$ cat src/rtl/ser2par_frame.sv
// Serial-to-parallel deserialiser with configurable width and bit order.
// Provides a word-complete holding register with valid/ready handshake, frame resync and sticky overrun.
module ser2par_frame #(
   parameter int unsigned BitLen   = 8,
   parameter bit          LsbFirst = 1'b1,
   localparam int unsigned CntW    = $clog2(BitLen + 1)
) (
   input  logic              Clk,
   input  logic              Rst,
   input  logic              SerDataIn,
   input  logic              SerDataEn,
   input  logic              SerFrameStart,
   input  logic              ParDataRdy,
   input  logic              OverrunClr,
   output logic [BitLen-1:0] ParDataOut,
   output logic              ParDataVal,
   output logic [CntW-1:0]   BitCnt,
   output logic              Overrun
);

   logic [BitLen-1:0] r_shreg;
   logic [CntW-1:0]   r_cnt;
   logic [BitLen-1:0] r_out;
   logic              r_val;
   logic              r_ovr;

   logic [BitLen-1:0] w_shift_base;
   logic [BitLen-1:0] w_shreg_nxt;
   logic              w_last;
   logic              w_load;
   logic              w_drop;

   // A resync bit starts a new word, so it shifts into a cleared register
   assign w_shift_base = SerFrameStart ? '0 : r_shreg;

   generate
      if (LsbFirst) begin : g_lsb
         assign w_shreg_nxt = {SerDataIn, w_shift_base[BitLen-1:1]};
      end else begin : g_msb
         assign w_shreg_nxt = {w_shift_base[BitLen-2:0], SerDataIn};
      end
   endgenerate

   assign w_last = SerDataEn && !SerFrameStart && (r_cnt == CntW'(BitLen - 1));
   assign w_load = w_last && (!r_val || ParDataRdy);
   assign w_drop = w_last && r_val && !ParDataRdy;

   always_ff @(posedge Clk or posedge Rst) begin
      if (Rst) begin
         r_shreg <= '0;
         r_cnt   <= '0;
         r_out   <= '0;
         r_val   <= 1'b0;
         r_ovr   <= 1'b0;
      end else begin
         if (SerDataEn) begin
            r_shreg <= w_shreg_nxt;
            if (SerFrameStart)
               r_cnt <= CntW'(1);
            else if (w_last)
               r_cnt <= '0;
            else
               r_cnt <= r_cnt + CntW'(1);
         end else if (SerFrameStart) begin
            r_shreg <= '0;
            r_cnt   <= '0;
         end

         // A load on the same edge as an accept keeps the valid flag up
         if (w_load) begin
            r_out <= w_shreg_nxt;
            r_val <= 1'b1;
         end else if (r_val && ParDataRdy) begin
            r_val <= 1'b0;
         end

         if (w_drop)
            r_ovr <= 1'b1;
         else if (OverrunClr)
            r_ovr <= 1'b0;
      end
   end

   assign ParDataOut = r_out;
   assign ParDataVal = r_val;
   assign BitCnt     = r_cnt;
   assign Overrun    = r_ovr;

endmodule

$ cat config.mk
export PLATFORM = sky130hd
export DESIGN_NAME = ser2par_frame
export DESIGN_NICKNAME = d
export VERILOG_FILES = /design/src/rtl/ser2par_frame.sv
export SDC_FILE = /design/constraint.sdc
export NUM_CORES = 1
export LEC_CHECK = 0
export CELL_PAD_IN_SITES_DETAIL_PLACEMENT = 0
export CELL_PAD_IN_SITES_GLOBAL_PLACEMENT = 1
export CORE_MARGIN = 4
export CORE_UTILIZATION = 34
export DETAILED_ROUTE_END_ITERATION = 12
export PLACE_DENSITY_LB_ADDON = 0.1
export SYNTH_ARGS = -nofsm -noshare
export SYNTH_HDL_FRONTEND = slang
export SYNTH_SLANG_ARGS = --single-unit
$ cat constraint.sdc
create_clock -name Clk -period 1.2 [get_ports Clk]
set_input_delay 0.24 -clock Clk [delete_from_list [all_inputs] [get_ports Clk]]
set_output_delay 0.24 -clock Clk [all_outputs]
set_load 0.05 [all_outputs]
Word level (Yosys, flattened, before mapping)
Cells that the tools add are included.

word-level totals
  output and inout port bits = 14
  ROM bits = 0
  word-level logic and storage cells = 30
  RAM bits = 0
  memories kept = 0
  bits in latches = 0
  input port bits = 7
  flip-flop bits (word level) = 21

operators by class
  $add $sub $neg = 1
  equal/unequal tests = 1
  bitwise operators = 0
  div/mod/pow operators = 0
  order comparisons = 0
  multipliers = 0
  muxes and demuxes = 10
  shifts and indexed selects = 0
  reductions and logical operators = 13

operators by type and width
  cell                                                                   count
  4-bit two-way mux                                                      4
  8-bit two-way mux                                                      2
  1-bit logical AND                                                      6
  2-bit nonzero test                                                     3
  4-bit by 1-bit adder with 4-bit output, second input constant          1
  4-bit by 3-bit equality test with 1-bit output, second input constant  1
  1-bit two-way mux                                                      4
  1-bit logical NOT                                                      3
  1-bit logical OR                                                       1

Logic depth before layout (Yosys ltp)
  depth in word-level cells = 6
  mapped depth = 4
  mapped depth without buffers = 4

Worst setup path before layout
No wires, ideal clock.

  path kind = register to register
  start point = reg r_cnt[1], in the netlist BitCnt[1]
  end point = reg r_out[0], in the netlist ParDataOut[0]
  required time = 1.075 ns
  data arrival time = 1.404 ns
  buffers on the path = 0
  period minus slack after synthesis = 1.528 ns
  setup time = 0.125 ns
  stages on the path, launching flop included = 4
  setup slack = -0.328 ns
  path through = dfrtp_1 > ha_1 > nand3_4 > mux2_2

on the way
  cells in the longest elaborated chain, start to end = 3

ends and longest elaborated chain
  what                                            RTL line  source
  start, declared                                 22        logic [CntW-1:0] r_cnt;
  start signal, assigned                          59        r_cnt <= CntW'(1);
  start signal, assigned                          63        r_cnt <= r_cnt + CntW'(1);
  4-bit by 3-bit equality test with 1-bit output  44        assign w_last = SerDataEn && !SerFrameStart && (r_cnt == CntW'(BitLen - 1));
  1-bit logical AND                               44
  1-bit logical AND                               45        assign w_load = w_last && (!r_val || ParDataRdy);
  end signal, assigned                            71        r_out <= w_shreg_nxt;
  end, declared                                   23        logic [BitLen-1:0] r_out;

No other way between the ends.
A chain may end at the register's enable or synchronous reset.

Worst setup path in the final report
  start point = reg r_cnt[3], in the netlist BitCnt[3]
  end point = reg r_out[0], in the netlist ParDataOut[0]

Same word-level chain as after synthesis.

==> impl_metrics.ini <==
[logic_synthesis]
synth_sequential_area_ratio_pct = 57.7
synth_top_family_by_area = multiplexers
synth-adder-area-share_pct = 1.37
syn_area_per_cell_sq_um = 12.3
synth_compound_area_share_pct = 2.34
synth_seq_cells = 21
synth_edf_count = 0
synth_cell_type_count = 20
yosysTopAreaCell = dfrtp_1
muxShareOfSynthArea_pct = 17.4
ys.flop_type = dfrtp_1
yosys.area_share.simple_pct = 16.9
synth_top_cell_area_share_pct = 57.7
synth_nets = 82
syn_inst = 74
async_flop_share_pct = 100
synth_xor_area_share_pct = 1.92
yosys_warnings = 0
synth.top_cells.by_area = dfrtp_1 (58%), mux2i_1 (8.8%), mux2_2 (8.7%)
netlist_area_sq_um = 911

[final_layout]
instances_no_fill = 140
nNetsFinal = 119
n_antenna_cell = 0
final_layout_size_suffix_gt1_share_pct = 43.6
syn_to_final_growth_pct = 61.3

[route]
drt-total-wl_um = 1850
firstDrtPassIters = 5
drt_iter0_drc = 7
drtAntennaViolNets = 0
drc_errors = 0
via_count = 655
routedWlPerCell_um = 13.2
via_per_inst = 4.68

[critical_path]
crit_type = register to register
crit_fanout = 8
max_stage_delay_ns = 0.42
r2r_end = ParDataOut[0]
r2r_slack_ns = -0.08
r2r-start = BitCnt[3]
reg2reg_depth = 3
critPathLaunchType = register
cpMaxStageDelayCell = dfrtp_2
cp_cell_sequence = and4bb_2, nand3_4, mux2_2
worst-endpoint-arrival_ns = 1.47
cp-end-kind = register
worst-endpoint-required_ns = 1.40

[sta]
max_slew.worst_pin.slew_ns = 0.139
setup_ws_ns = -0.0795
finalSetupViolCount = 13
rsz0062_at_grt = yes
fmax_ghz = 0.782
whs_ns = 0.245
slew_headroom_pct = 90.5
period_needed_ns = 1.28
hold_viol_final = 0
clock_skew_ns = 0.000833
period_share_pct = 107
final-max-slew-violation-count = 0

[clock_tree]
clockBufferDepth = 2
cts_buffers = 3
cts_sinks = 21
ctsHtreeMaxLevel = 1
tritoncts = done
clkLatencyLatePin_ns = 0.30
root_buffer = clkbuf_4
path_clk_slew_ns = 0.11
postCtsHoldBufs = 0

[die]
core_area_sq_mm = 0.00252
start_util_pct = 36.1
io_pins = 21
chipWidth_um = 59.8
die-height_um = 59.8
rows = 18
die-area_sq_mm = 0.00357

[hold_path]
hold_class = input pin to async pin

[placed_design]
dp_hpwl_um = 1330
place.gp.congestion = 0.724
dp_cells = 133
io_buffers = 20

[global_routing]
grt_start_max_net_pins = 22
grt_pass1_vias = 651
antenna_found_initial = 0
use_met1_pct = 16.5
busiest_layer = met2
grtUsageTotal_pct = 11.8
grtUsageMet2_pct = 18.1
grt-ovfl-total = 0
grt_pass1_wl_um = 3130
grt_util_met3_pct = 3.89

[run]
maxCapViolCount = 0

[outcome]
violations = negative setup slack
status = finished with violations

[power]
power_mw = 1.41
peakVddDrop_mv = 0.862
p_leak_nw = 0.723
p_per_area_mw_per_mm2 = 960
final cells by class:
type                    count  area, sq um
flip-flops and latches     21          532
fillers                   220         1050
repair buffers             34          472
well taps                  30         37.5
multi-input cells          48          390
inverters                   3         11.3
clock buffers               4         26.3
metrics by stage:
stage | worst slack [ns] | utilization (%) | setup TNS, ns | instance area [sq um]
floorplan | -0.201 | - | -1.50 | 930
global placement | -0.404 | 55.2 | -5.52 | 1390
detailed placement | -0.440 | 55.2 | -5.89 | 1390
CTS | -0.0904 | 56.9 | -0.949 | 1440
global route | -0.140 | 58.2 | -1.47 | 1470
finish | -0.0795 | 58.2 | -0.818 | 1470
cell families after synthesis:
family,after synthesis
AND/OR/NAND/NOR,26
flip-flops,21
multiplexers,15
buffers and inverters,5
AO/OA/AOI/OAI,4
XOR/XNOR,2
adder cells (fa/ha/maj),1
cells in the final DEF (no fill, tap or decap), drive strengths merged, types with 2 or more instances in the layout:
| cell | n |
|---|---|
| buf | 28 |
| dfrtp | 21 |
| mux2i | 8 |
| nor2 | 8 |
| mux2 | 7 |
| and2b | 5 |
| clkdlybuf4s50 | 5 |
| nand2 | 5 |
| clkbuf | 4 |
| inv | 3 |
| nand2b | 2 |
| a21oi | 2 |
| nor2b | 2 |
routing by layer:
| metal | share of wire [%] | vias up |
|---|---|---|
| li1 | - | 320 |
| met1 | 46 | 318 |
| met2 | 48 | 15 |
| met3 | 5.4 | 2 |
| met4 | 0.65 | 0 |
| met5 | 0 | - |
power by group:
group	switching, mW	internal [mW]
registers	0.0280	0.732
clock network	0.208	0.129
logic	0.146	0.168
total	0.382	1.03
worst max path at each step:
stage	start	end	slack (ns)	depth (start not counted)
global placement	SerFrameStart	ParDataOut[1]	-0.40	4
detailed placement	SerFrameStart	ParDataOut[5]	-0.44	4
finish	BitCnt[3]	ParDataOut[0]	-0.08	3
CTS	BitCnt[3]	ParDataOut[2]	-0.09	3
global route	BitCnt[3]	ParDataOut[7]	-0.14	3
floorplan	BitCnt[3]	ParDataOut[0]	-0.20	3
critical path, delay by kind of cell (launching register included):
family / cells / cell delay [ns]
mux: 1 / 0.30
simple gates: 2 / 0.46
flops: 1 / 0.42
synthesized netlist by cell type, types with 2 or more instances:
cell type and count:
mux2i_1 8, buf_2 2, nand2_1 5, dfrtp_1 21, nor2_1 8, a21oi_1 2
nand2b_1 2, and2b_1 5, inv_1 3, nor2b_1 2, mux2_2 7
timing repair:
item | 4_1_cts | 5_1_grt
endpoints found under the hold margin | 0 | 0
setup endpoints to repair | 12 | 14
buffers inserted | 1 | 2
cloned | 0 | 0
pin swaps | 0 | 5
resized for setup | 4 | 4
sequential cells by signal, indices dropped and copies added, names as in the netlist:
| register | flops |
|---|---|
| BitCnt | 4 |
| Overrun | 1 |
| ParDataOut | 8 |
| ParDataVal | 1 |
| r_shreg | 7 |
Note: power is estimated with default switching activity, not from simulation.
